<file path="src/rtl/glitch_pkg.sv">
// Shared types and constants for the glitcher trigger path: FSM state encoding,
// trigger mode codes and the saturating statistics increment.
package glitch_pkg;

  typedef enum logic [1:0] {
    ST_DISARMED = 2'd0,
    ST_ARMED    = 2'd1,
    ST_HOLDOFF  = 2'd2
  } trig_state_t;

  typedef logic [1:0] trig_mode_t;

  localparam trig_mode_t TRIG_RISE  = 2'b00;
  localparam trig_mode_t TRIG_FALL  = 2'b01;
  localparam trig_mode_t TRIG_BOTH  = 2'b10;
  localparam trig_mode_t TRIG_LEVEL = 2'b11;

  localparam int COUNT_W = 16;

  // Statistics counters stick at all-ones instead of wrapping.
  function automatic logic [COUNT_W-1:0] sat_inc(input logic [COUNT_W-1:0] v);
    return (&v) ? v : v + COUNT_W'(1);
  endfunction

endpackage

</file>
<file path="src/rtl/trigger_conditioner_if.sv">
// Handshake between the trigger conditioner (master) and the glitch pulser
// (slave): the fire strobe goes downstream, the busy flag comes back.
interface trigger_conditioner_if;
  logic trigger_o;
  logic busy_i;

  modport master (output trigger_o, input  busy_i);
  modport slave  (input  trigger_o, output busy_i);
endinterface

</file>
<file path="src/rtl/trigger_conditioner_sync_filter.sv">
// Synchronizes the raw trigger pin and debounces it: a new level is accepted
// only after it has been stable for filter_i+1 synchronized cycles.
module sync_filter #(
  parameter int SYNC_STAGES = 2,
  parameter int FILTER_W    = 8
) (
  input  logic                clk,
  input  logic                rst,
  input  logic                trig_pin_i,
  input  logic [FILTER_W-1:0] filter_i,
  output logic                f_o,
  output logic                upd_o
);

  logic [SYNC_STAGES-1:0] sync_q, sync_d;
  logic                   f_q, f_d;
  logic                   upd_q, upd_d;
  logic [FILTER_W-1:0]    fcnt_q, fcnt_d;
  logic                   s;

  assign s = sync_q[SYNC_STAGES-1];

  // NOTE: every signal written here gets a default first, so no path leaves it
  // unassigned and no latch is inferred.
  always_comb begin
    sync_d = {sync_q[SYNC_STAGES-2:0], trig_pin_i};
    f_d    = f_q;
    fcnt_d = fcnt_q;
    upd_d  = 1'b0;
    if (s == f_q) begin
      fcnt_d = '0;
    end else if (fcnt_q == filter_i) begin
      f_d    = s;
      fcnt_d = '0;
      upd_d  = 1'b1;
    end else begin
      fcnt_d = fcnt_q + FILTER_W'(1);
    end
  end

  // NOTE: state registers use non-blocking assignments so every flop samples
  // the pre-edge value of its neighbours, exactly like the hardware.
  always_ff @(posedge clk or posedge rst) begin
    if (rst) begin
      sync_q <= '0;
      f_q    <= 1'b0;
      fcnt_q <= '0;
      upd_q  <= 1'b0;
    end else begin
      sync_q <= sync_d;
      f_q    <= f_d;
      fcnt_q <= fcnt_d;
      upd_q  <= upd_d;
    end
  end

  // upd is registered alongside f so both describe the same accepted edge.
  assign f_o   = f_q;
  assign upd_o = upd_q;

endmodule

</file>
<file path="src/rtl/trigger_conditioner.sv">
// Turns the conditioned trigger pin into a single-cycle fire strobe for the
// pulser, applying arm/disarm, one-shot, holdoff and busy suppression.
module trigger_conditioner
  import glitch_pkg::*;
#(
  parameter int SYNC_STAGES = 2,
  parameter int FILTER_W    = 8,
  parameter int HOLDOFF_W   = 16
) (
  input  logic                   clk,
  input  logic                   rst,
  input  logic                   trig_pin_i,
  input  logic                   arm_i,
  input  logic                   disarm_i,
  input  logic [1:0]             mode_i,
  input  logic                   one_shot_i,
  input  logic [FILTER_W-1:0]    filter_i,
  input  logic [HOLDOFF_W-1:0]   holdoff_i,
  trigger_conditioner_if.master  pulser,
  output logic                   armed_o,
  output logic                   missed_o,
  output logic [COUNT_W-1:0]     trig_count_o
);

  logic f, upd, ev;

  sync_filter #(
    .SYNC_STAGES (SYNC_STAGES),
    .FILTER_W    (FILTER_W)
  ) u_sync_filter (
    .clk        (clk),
    .rst        (rst),
    .trig_pin_i (trig_pin_i),
    .filter_i   (filter_i),
    .f_o        (f),
    .upd_o      (upd)
  );

  trig_state_t           state_q, state_d;
  logic [HOLDOFF_W-1:0]  hcnt_q, hcnt_d;
  logic                  trigger_q, trigger_d;
  logic                  missed_q, missed_d;
  logic [COUNT_W-1:0]    count_q, count_d;

  // f already holds the newly accepted level when upd is high.
  always_comb begin
    ev = 1'b0;
    unique case (mode_i)
      TRIG_RISE:  ev = upd & f;
      TRIG_FALL:  ev = upd & ~f;
      TRIG_BOTH:  ev = upd;
      TRIG_LEVEL: ev = f;
      default:    ev = 1'b0;
    endcase
  end

  always_comb begin
    state_d   = state_q;
    hcnt_d    = hcnt_q;
    trigger_d = 1'b0;
    missed_d  = missed_q;
    count_d   = count_q;

    if (arm_i) missed_d = 1'b0;

    unique case (state_q)
      ST_DISARMED: begin
        // An event coinciding with the arming strobe is deliberately ignored.
        if (arm_i && !disarm_i) state_d = ST_ARMED;
      end
      ST_ARMED: begin
        if (disarm_i) begin
          state_d = ST_DISARMED;
        end else if (ev && !pulser.busy_i) begin
          trigger_d = 1'b1;
          count_d   = sat_inc(count_q);
          if (one_shot_i) begin
            state_d = ST_DISARMED;
          end else begin
            state_d = ST_HOLDOFF;
            hcnt_d  = holdoff_i;
          end
        end else if (ev && pulser.busy_i) begin
          missed_d = 1'b1;
        end
      end
      ST_HOLDOFF: begin
        if (disarm_i) begin
          state_d = ST_DISARMED;
        end else if (hcnt_q == '0 && !pulser.busy_i) begin
          state_d = ST_ARMED;
        end else if (hcnt_q != '0) begin
          hcnt_d = hcnt_q - HOLDOFF_W'(1);
        end
      end
      default: state_d = ST_DISARMED;
    endcase
  end

  always_ff @(posedge clk or posedge rst) begin
    if (rst) begin
      state_q   <= ST_DISARMED;
      hcnt_q    <= '0;
      trigger_q <= 1'b0;
      missed_q  <= 1'b0;
      count_q   <= '0;
    end else begin
      state_q   <= state_d;
      hcnt_q    <= hcnt_d;
      trigger_q <= trigger_d;
      missed_q  <= missed_d;
      count_q   <= count_d;
    end
  end

  assign pulser.trigger_o = trigger_q;
  assign armed_o          = (state_q == ST_ARMED);
  assign missed_o         = missed_q;
  assign trig_count_o     = count_q;

endmodule

</file>
<file path="src/flat_wrapper.sv">
// flat-port wrapper written by rule: the top's interface ports become plain ports
module trigger_conditioner_flat import glitch_pkg::*;
#(
  parameter int SYNC_STAGES = 2,
  parameter int FILTER_W    = 8,
  parameter int HOLDOFF_W   = 16
)
  (clk, rst, trig_pin_i, arm_i, disarm_i, mode_i, one_shot_i, filter_i, holdoff_i, armed_o, missed_o, trig_count_o, pulser_trigger_o, pulser_busy_i);
  trigger_conditioner_if pulser_i ();
  input  logic clk;
  input  logic rst;
  input  logic trig_pin_i;
  input  logic arm_i;
  input  logic disarm_i;
  input  logic [1:0] mode_i;
  input  logic one_shot_i;
  input  logic [FILTER_W-1:0] filter_i;
  input  logic [HOLDOFF_W-1:0] holdoff_i;
  output logic armed_o;
  output logic missed_o;
  output logic [COUNT_W-1:0] trig_count_o;
  output wire logic [$bits(pulser_i.trigger_o)-1:0] pulser_trigger_o;
  input wire logic [$bits(pulser_i.busy_i)-1:0] pulser_busy_i;
  assign pulser_trigger_o = pulser_i.trigger_o;
  assign pulser_i.busy_i = pulser_busy_i;
  trigger_conditioner #(.SYNC_STAGES(SYNC_STAGES), .FILTER_W(FILTER_W), .HOLDOFF_W(HOLDOFF_W)) u_core (.clk(clk), .rst(rst), .trig_pin_i(trig_pin_i), .arm_i(arm_i), .disarm_i(disarm_i), .mode_i(mode_i), .one_shot_i(one_shot_i), .filter_i(filter_i), .holdoff_i(holdoff_i), .pulser(pulser_i), .armed_o(armed_o), .missed_o(missed_o), .trig_count_o(trig_count_o));
endmodule
</file>
<file path="config.mk">
export PLATFORM = sky130hd
export DESIGN_NAME = trigger_conditioner_flat
export DESIGN_NICKNAME = d
export VERILOG_FILES = /design/src/rtl/glitch_pkg.sv /design/src/rtl/trigger_conditioner_if.sv /design/src/rtl/trigger_conditioner_sync_filter.sv /design/src/rtl/trigger_conditioner.sv /design/src/flat_wrapper.sv
export SDC_FILE = /design/constraint.sdc
export NUM_CORES = 1
export LEC_CHECK = 0
export ABC_AREA = 1
export CAP_MARGIN = 20
export CELL_PAD_IN_SITES_DETAIL_PLACEMENT = 1
export CELL_PAD_IN_SITES_GLOBAL_PLACEMENT = 2
export CORE_UTILIZATION = 29
export DETAILED_ROUTE_END_ITERATION = 10
export PLACE_DENSITY_LB_ADDON = 0.2
export REMOVE_ABC_BUFFERS = 1
export SLEW_MARGIN = 20
export SYNTH_ARGS = -nofsm -noshare
export SYNTH_HDL_FRONTEND = slang
export SYNTH_SLANG_ARGS = --single-unit
</file>
<file path="constraint.sdc">
create_clock -name clk -period 2 [get_ports clk]
set_input_delay 0.5 -clock clk [delete_from_list [all_inputs] [get_ports clk]]
set_output_delay 0.5 -clock clk [all_outputs]
set_load 0.01 [all_outputs]
</file>
Word level (Yosys, flattened, before mapping)
Index checks and enable logic that the tools add are counted.
- flip-flop bits (word level): 48
- latch bits: 0
- bits in writable memories: 0
- ROM bits: 0
- input bits: 33
- output and inout port bits: 19
- logic and storage cells: 77
- memories kept: 0
- add/subtract/negate cells: 3
- multiply operators: 0
- div/mod/pow operators: 0
- magnitude comparators: 0
- equal/unequal tests: 16
- shift-type cells: 0
- mux-type cells: 27
- bitwise logic cells: 6
- reduce and logical (&&, ||, !) cells: 16
- operators with widths (operator ; count):
    16-bit two-way mux ; 6
    16-bit case mux with 2 select lines ; 1
    16-bit by 1-bit adder with 16-bit output (second input constant) ; 1
    16-bit zero test ; 1
    8-bit two-way mux ; 2
    16-bit AND reduction ; 1
    16-bit nonzero test ; 1
    16-bit by 1-bit subtractor with 16-bit output (second input constant) ; 1
    2-bit two-way mux ; 6
    1-bit two-way mux ; 10
    8-bit by 1-bit adder with 8-bit output (second input constant) ; 1
    8-bit equality test ; 1
    2-bit != test (second input constant) ; 4
    7-bit AND reduction ; 1
    2-bit equality test (second input constant) ; 3
    2-bit by 1-bit != test with 1-bit output (second input constant) ; 3
    3-bit by 2-bit != test with 1-bit output (second input constant) ; 2
    2-bit case mux with 3 select lines ; 1
    2-bit by 1-bit equality test with 1-bit output (second input constant) ; 2
    1-bit logical AND ; 4
    2-bit zero test ; 2
    1-bit NOT ; 4
    1-bit case mux with 4 select lines ; 1
    4-bit AND reduction ; 1
    6 further kinds ; 8

Depth between registers and ports, before layout
Gate-level depths: netlist (run 1).
- depth in word-level cells: 8
- gate-level depth with buffers: 11
- depth with buffers taken out: 10

By module
A second synthesis (run 1) with hierarchy kept.
- cell total of the unflattened synthesis: 450
- area, all modules: 3316.9 µm²
- by module, submodules not included (module ; instances ; cells each ; area each (µm²) ; seq. area each (µm²)):
    trigger_conditioner ; 1 ; 367 ; 2630.0 ; 900.9
    sync_filter ; 1 ; 83 ; 686.9 ; 300.3

Least setup slack after synthesis (run 1)
No wires, ideal clock.
- path type: flip-flop to flip-flop
- start: reg u_core.count_q[0], in the netlist u_core.trig_count_o[0]
- end: reg u_core.count_q[2], in the netlist u_core.trig_count_o[2]
- library setup time: 0.065 ns
- arrival time: 1.547 ns
- data required time: 1.935 ns
- setup slack: 0.388 ns
- cell stages (with the launch flop): 9
- buffers on the path: 1
- period minus slack after synthesis: 1.612 ns
- cell sequence: dfrtp_1 -> ha_1 -> inv_1 -> nor2_2 -> nand3b_2 -> o21ai_2 -> buf_4 -> nand2_1 -> nand2_1
- longest elaborated chain between the ends: 3
- elaborated cells on any way between the ends: 4
- those cells by class: 1 x add/sub; 1 x bitwise; 2 x reduce/logical
- ends and longest elaborated chain (what ; line ; text):
    from (decl) ; trigger_conditioner.sv:43 ; logic [COUNT_W-1:0] count_q, count_d;
    from (signal assigned) ; trigger_conditioner.sv:112 ; count_q <= count_d;
    parallel branches: the longest is 3 deep, another holds 16-bit by 1-bit adder with 16-bit output ; -- ;
Several ways; the timed one is not identified.
A chain may end at the register's enable or synchronous reset.

Worst setup path after layout (run 1)
- start: reg u_core.count_q[10], in the netlist u_core.trig_count_o[10]
- end: out trig_count_o[10]
- RTL lines (what ; line ; text):
    to (decl) ; flat_wrapper.sv:21 ; output logic [COUNT_W-1:0] trig_count_o;
No word-level cell between the ends.

==> results of run 1 <==
layout make-up:
class	instances	area, sq um	area share, %
clock inverters	2	38.8	0.976
inverters	41	154	3.87
multi-input cells	349	1650	41.6
clock buffers	6	82.6	2.08
flip-flops and latches	48	1200	30.2
well taps	133	166	4.19
repair buffers	70	677	17.0
flip-flops by register name, summed over array words and instances, names as in the netlist:
register                     count
u_core.hcnt_q                   16
u_core.trig_count_o             16
u_core.u_sync_filter.fcnt_q      8
u_core.state_q                   2
u_core.u_sync_filter.sync_q      2
u_core.missed_o                  1
u_core.pulser.trigger_o          1
u_core.u_sync_filter.f_o         1
u_core.u_sync_filter.upd_o       1
cell families (layout without fill, tap and decap cells):
family / count (synthesis) / count (layout) / share of synthesized area (%)
flip-flops: 48 / 48 / 39.6
buffers and inverters: 46 / 119 / 6.31
AND/OR/NAND/NOR: 304 / 304 / 42.2
adder cells (fa/ha/maj): 3 / 3 / 1.24
XOR/XNOR: 26 / 26 / 7.51
AO/OA/AOI/OAI: 16 / 16 / 3.18
synth_stat cells, types with 2 or more instances:
library cell               count  area share [%]
sky130_fd_sc_hd__nand4_1       3            0.62
sky130_fd_sc_hd__xnor2_1      15             4.3
sky130_fd_sc_hd__nor2_2        2            0.41
sky130_fd_sc_hd__inv_2         4            0.49
sky130_fd_sc_hd__xor2_1       11             3.2
sky130_fd_sc_hd__dfrtp_1      48              40
sky130_fd_sc_hd__a21oi_1       4            0.66
sky130_fd_sc_hd__nor2_4        3             1.1
sky130_fd_sc_hd__ha_1          3             1.2
sky130_fd_sc_hd__nor2_1       50             6.2
sky130_fd_sc_hd__nor3_1        6            0.99
sky130_fd_sc_hd__o21bai_1      4            0.99
sky130_fd_sc_hd__inv_1        36             4.5
sky130_fd_sc_hd__nand2_1     187              23
sky130_fd_sc_hd__nand3_1      47             7.8
sky130_fd_sc_hd__nand3b_1      2            0.49
sky130_fd_sc_hd__buf_6         2            0.74
sky130_fd_sc_hd__o21ai_0       6            0.99
power by group:
part / switching [mW] / internal (mW)
logic: 0.883 / 0.595
clock network: 0.355 / 0.410
registers: 0.250 / 1.18
total: 1.49 / 2.18
worst max-delay path by stage:
stage	start	endpoint	depth (start not counted)
floorplan	rst	u_core.hcnt_q[0]	1
global placement	mode_i[1]	u_core.trig_count_o[15]	9
detailed placement	mode_i[1]	u_core.trig_count_o[15]	9
CTS	u_core.trig_count_o[1]	u_core.trig_count_o[10]	7
global route	u_core.trig_count_o[2]	trig_count_o[2]	1
finish	u_core.trig_count_o[10]	trig_count_o[10]	1
layer usage:
layer,vias up,share of wire (%)
met5,-,0
met4,0,0.46
met3,2,3.3
met2,38,49
met1,1391,47
li1,1522,-
repair_timing:
item,in CTS,in global routing
pin swaps,0,0
gates cloned,0,0
endpoints found under the setup margin,1,17
resized for setup,1,2
==> metrics, run 1 <==
outcome=finished clean; total non-filler cell area in the finished layout=3970 sq um; final hold slack=between 300 and 400 ps; total number of vias=a little under 3,000; Critical Path, Cell by Cell=clkdlybuf4s50_1; die span in y=about 100 um; largest fanout on the critical path=5; hold-fix buffers at CTS=0; Async SR Flop Fraction=100%; violation count after the first detailed-routing iteration=57; clock tree buffer depth=2; area of the core=between 9000 and 10,000 sq um; Buffers on Ports=51; crit end category=output pin; Syn Std Cell Area=roughly 3000 sq um; final routed DRC violation total=0; Clock Skew=approximately 7.7 ps; delay of the slowest cell on the worst path=approximately 580 ps; combined global-route utilization of all metal layers=between 10% and 20%; worst min-delay path category=flop to flop; first-pass GRT wire length=roughly 14,000 um; RSZ-0062 raised after global routing=false; area growth from synthesis to layout=31.0%; post-synthesis average cell area=approximately 6.8 sq um; number of routed nets with antenna violations=0; Worst path slowest cell=sky130_fd_sc_hd__clkdlybuf4s50_1; gate count after technology mapping=approximately 440; via count of the first global-routing pass=3,069; slew of the pin with the lowest slew margin=approximately 470 ps; flop and latch count out of synthesis=48; main flop type after synthesis=sky130_fd_sc_hd__dfrtp_1; Worst EP arrival=1350 ps; Tcrit/Tclk final=between 90 and 100%; starting density of the core=30.5%; Congestion Overflow GR=0; Inserted Diodes=0; Avg WL per Cell=approximately 13 um; commonest non-fill, non-tap cells in the layout=187 x sky130_fd_sc_hd__nand2_1, 50 x sky130_fd_sc_hd__nor2_1, 50 x sky130_fd_sc_hd__clkdlybuf4s50_1; die width=approximately 100 um; total placed instance area=~3800 sq um; number of synthesized flops with an enable pin=0; worst reg2reg setup slack=roughly 260 ps; # IOs=52; Final Hold Vio Count=0; family with the most delay on the worst path=buffers and inverters; CTS tree=yes; cell count of the worst hold path=0; met3 layer usage reported by global route=roughly 2.6%; post-layout minimum cycle time=roughly 1900 ps; worst min-delay path startpoint=u_core.u_sync_filter.sync_q[0]; Worst Path Buf+Inv=1; VDD IR max=0.000349 V; clock insertion delay at the later pin of the skew report=about 300 ps; number of nets in the layout=~550; start-to-end type of the worst setup path=flop to output pin; Min-Delay Endpoint=u_core.u_sync_filter.sync_q[1]; CTS sink cnt=48; post-DR vias/cell=4.55; Total Power Consumption=roughly 3.7 mW; reported max-cap violation count=0; share of cells above drive strength 1=8.33%; share of the yosys chip area belonging to registers=around two fifths; filler cell count in the final layout=roughly 1,300; most used routing layer in global routing=met2; half-perimeter wire length after detailed placement=roughly 6500 um; total negative slack for setup checks=0 ps; maximum clock frequency=between 500 and 600 MHz; initial antenna violation count=0; detailed-route wire length=about 8400 um; Worst Slack Setup Final=approximately 150 ps; leakage dissipation=1.92 nW; Final setup violation count=0; launch point of the worst reg-to-reg path=u_core.trig_count_o[1]; number of standard-cell rows in the floorplan=36; met2 usage in global routing=28.8%; maximum number of pins on one net before global-route repair=49; PD cells=~920 nW/um^2; cell count after placement=between 600 and 700; Initial DRT Pass Iterations=4; Critical Path Source Type=flop; worst setup timing slack at the placement stage=-164 ps; Reg2Reg Capture Point=u_core.trig_count_o[10]; post-layout instance count excluding filler cells=~650; Max transition margin=between 60% and 70%; number of max-slew violations in the final report=0; Worst Reg2Reg Path Length in Cells=10; met1 global-route usage=20.4%; data required time of the critical path=about 1500 ps; post-synthesis cell type count=28; H-tree depth reported by CTS=2; most frequent standard cell in the layout excluding fill and tap cells=sky130_fd_sc_hd__nand2_1; master cell of the clock root buffer=sky130_fd_sc_hd__clkbuf_8; number of buffers added by the clock tree synthesis step=5; clock-pin slew of the registers on the worst-case setup and hold paths=~90 ps; die area=10,900 sq um; synthesis warning total=0; routability congestion estimate=roughly 0.77; final core utilization=between 30% and 40%; buffers inserted during post-CTS setup optimization=0
No activity file was read; power rests on OpenSTA's default activity.
==> run 2: changes to the inputs <==
HOLD_SLACK_MARGIN = 0.15   (was unset)
==> results of run 2 <==
Final layout, timing and power as in run 1 (identical DEF).
==> run 3: changes to the inputs <==
CORE_MARGIN = 3   (was unset)
==> run 3 against run 2 <==
Net effect:
- die area rose by 7.8%
- sequential share of layout area rose by 0.25 points
- final cell count did not move
- hold slack improved by 7.4 ps
- sequential power barely moved
- count of clock-buffer cells in the layout fell by 1
- flip-flop and latch count did not move
- clock power fell by 24%
- maximum frequency fell by 0.46%
- critical endpoint is now trig_count_o[2]
- largest cell class unchanged
==> metrics, run 3 (same netlist as run 1, synthesis figures left out) <==
starting density of the core=30.5% (unchanged); cell internal power dissipation=2.01 mW (-7.8%); leakage dissipation=1.91 nW (-0.92%); number of max-slew violations in the final report=0 (unchanged); initial antenna violation count=0 (unchanged); combined global-route utilization of all metal layers=15.2% (-0.93 points); Final setup violation count=0 (unchanged); Worst path slowest cell=sky130_fd_sc_hd__clkdlybuf4s50_1; worst min-delay path category=flop to flop; launch point of the worst reg-to-reg path=u_core.trig_count_o[1]; maximum clock frequency=538 MHz (-0.46%); Reg2Reg Capture Point=u_core.trig_count_o[11]; via count of the first global-routing pass=3,056 (-0.42%); worst reg2reg setup slack=240 ps (-20 ps); number of buffers added by the clock tree synthesis step=5 (unchanged); Initial DRT Pass Iterations=4 (unchanged); detailed-route wire length=8370 um (-0.71%); half-perimeter wire length after detailed placement=6410 um (-1.2%); sequential standard cell area=1200 sq um (unchanged); clock-pin slew of the registers on the worst-case setup and hold paths=100 ps (about the same); H-tree depth reported by CTS=2 (unchanged); Congestion Overflow GR=0 (unchanged); # IOs=52 (unchanged); CTS sink cnt=48 (unchanged); Worst EP arrival=1360 ps (about the same); Buffers on Ports=51 (unchanged); number of nets in the layout=552 (+0.18%); filler cell count in the final layout=1,286 (-0.54%); clock share of power=16.7% (-4.1 points); Max transition margin=69.1% (+0.57 points); slew of the pin with the lowest slew margin=462 ps (-8.53 ps); CTS tree=yes; cell count of the worst hold path=0 (unchanged); Worst Path Buf+Inv=1 (unchanged); maximum number of pins on one net before global-route repair=49 (unchanged); Tcrit/Tclk final=93.0% (+0.43 points); post-DR vias/cell=4.54 (-0.27%); total number of vias=2,945 (-0.27%); Worst Reg2Reg Path Length in Cells=10 (unchanged); number of standard-cell rows in the floorplan=36 (unchanged); Avg WL per Cell=12.9 um (-0.71%); first-pass GRT wire length=14,400 um (+0.67%); crit end category=output pin; outcome=finished clean; RSZ-0062 raised after global routing=false; commonest non-fill, non-tap cells in the layout=187 x sky130_fd_sc_hd__nand2_1, 50 x sky130_fd_sc_hd__nor2_1, 50 x sky130_fd_sc_hd__clkdlybuf4s50_1; buffers inserted during post-CTS setup optimization=0 (unchanged); multi-input logic area=1650 sq um (unchanged); area growth from synthesis to layout=29.9%; master cell of the clock root buffer=sky130_fd_sc_hd__clkbuf_8; number of routed nets with antenna violations=0 (unchanged); die area=11,700 sq um (+7.8%); violation count after the first detailed-routing iteration=81 (+42%); largest fanout on the critical path=6 (+1); PD cells=884 nW/um^2 (-4.3%); total placed instance area=3850 sq um (+0.20%); reported max-cap violation count=0 (unchanged); share of cells above drive strength 1=8.33% (unchanged); Min-Delay Endpoint=u_core.u_sync_filter.sync_q[1]; data required time of the critical path=1500 ps (about the same); switching part of the total=42.2% (+1.7 points); die span in y=108 um (+3.8%); total non-filler cell area in the finished layout=3940 sq um (-0.82%); combinational cell fraction of total power=42.2% (+1.9 points); Final Hold Vio Count=0 (unchanged); Critical Path Source Type=flop; clock tree buffer depth=2 (unchanged); Critical Path, Cell by Cell=clkdlybuf4s50_1; area of the core=9950 sq um (unchanged); most frequent standard cell in the layout excluding fill and tap cells=sky130_fd_sc_hd__nand2_1; VDD IR max=0.000376 V (+7.5%); share of total power in sequential cells=41.1% (+2.2 points); die width=108 um (+3.8%); routability congestion estimate=0.773 (+0.86%); switching power=1.47 mW (-1.2%); Inserted Diodes=0 (unchanged); Total Power Consumption=3.48 mW (-5.1%); clock insertion delay at the later pin of the skew report=300 ps (about the same); Clock Skew=10.6 ps (+2.91 ps); worst min-delay path startpoint=u_core.u_sync_filter.sync_q[0]; hold-fix buffers at CTS=0 (unchanged); final routed DRC violation total=0 (unchanged); family with the most delay on the worst path=buffers and inverters; delay of the slowest cell on the worst path=580 ps (about the same); start-to-end type of the worst setup path=flop to output pin; number of cells upsized or downsized after cts=1 (unchanged); post-layout minimum cycle time=1860 ps (+8.58 ps)
run 3: cell count changes in the layout (fill, tap and decap cells not counted):
cell	change
sky130_fd_sc_hd__clkinvlp_4	+1
sky130_fd_sc_hd__clkbuf_8	-1
sky130_fd_sc_hd__clkinv_2	+1
sky130_fd_sc_hd__clkinv_4	-1
sky130_fd_sc_hd__bufinv_16	-1
sky130_fd_sc_hd__buf_4	+1
run 3: per-layer routing:
metal  track usage [%]  routed length, um  vias to the layer above
met5                 0                  0                        -
met4              3.25                 74                        0
met2              27.0               4070                       32
li1                  -                  -                     1521
met1              19.7               3980                     1387
met3              2.33                242                        5
run 3: through the flow:
| stage | cells | hold slack, ps | setup TNS, ps | util (%) | setup slack [ps] |
|---|---|---|---|---|---|
| 3_3_place_gp | 642 | 338 | -907 | 38.7 | -60.6 |
| 3_5_place_dp | 642 | 352 | -1900 | 38.7 | -127 |
| 2_1_floorplan | 438 | 331 | 0 | - | 356 |
| 5_1_grt | 649 | 378 | 0 | 39.6 | 53.2 |
| 6_report | 649 | 368 | 0 | 39.6 | 141 |
| 4_1_cts | 649 | 374 | 0 | 39.5 | 117 |
run 3: layout make-up:
| type | count | area share [%] |
|---|---|---|
| sequential | 48 | 30.5 |
| multi-input combinational | 349 | 42.0 |
| inverter | 41 | 3.90 |
| tap | 133 | 4.22 |
| clock inverter | 2 | 0.317 |
| clock buffer | 5 | 1.75 |
| timing repair buffer | 71 | 17.4 |
run 3: worst max-delay path by stage:
stage,from,to,slack (ps),cells after the start
CTS,u_core.trig_count_o[1],u_core.trig_count_o[11],120,7
global route,u_core.trig_count_o[1],u_core.trig_count_o[11],50,10
detailed placement,mode_i[1],u_core.trig_count_o[11],-130,9
global placement,mode_i[1],u_core.trig_count_o[15],-60,9
finish,u_core.trig_count_o[2],trig_count_o[2],140,1
floorplan,rst,u_core.hcnt_q[0],360,1
run 3: power groups by stage:
stage          logic [mW]  registers [mW]  clock network [mW]
4_1_cts              1.51            1.44               0.603
2_1_floorplan       0.976            1.40                   0
3_5_place_dp         1.50            1.46                   0
3_3_place_gp         1.46            1.44                   0
5_1_grt              1.74            1.48               0.640
6_report             1.47            1.43               0.582
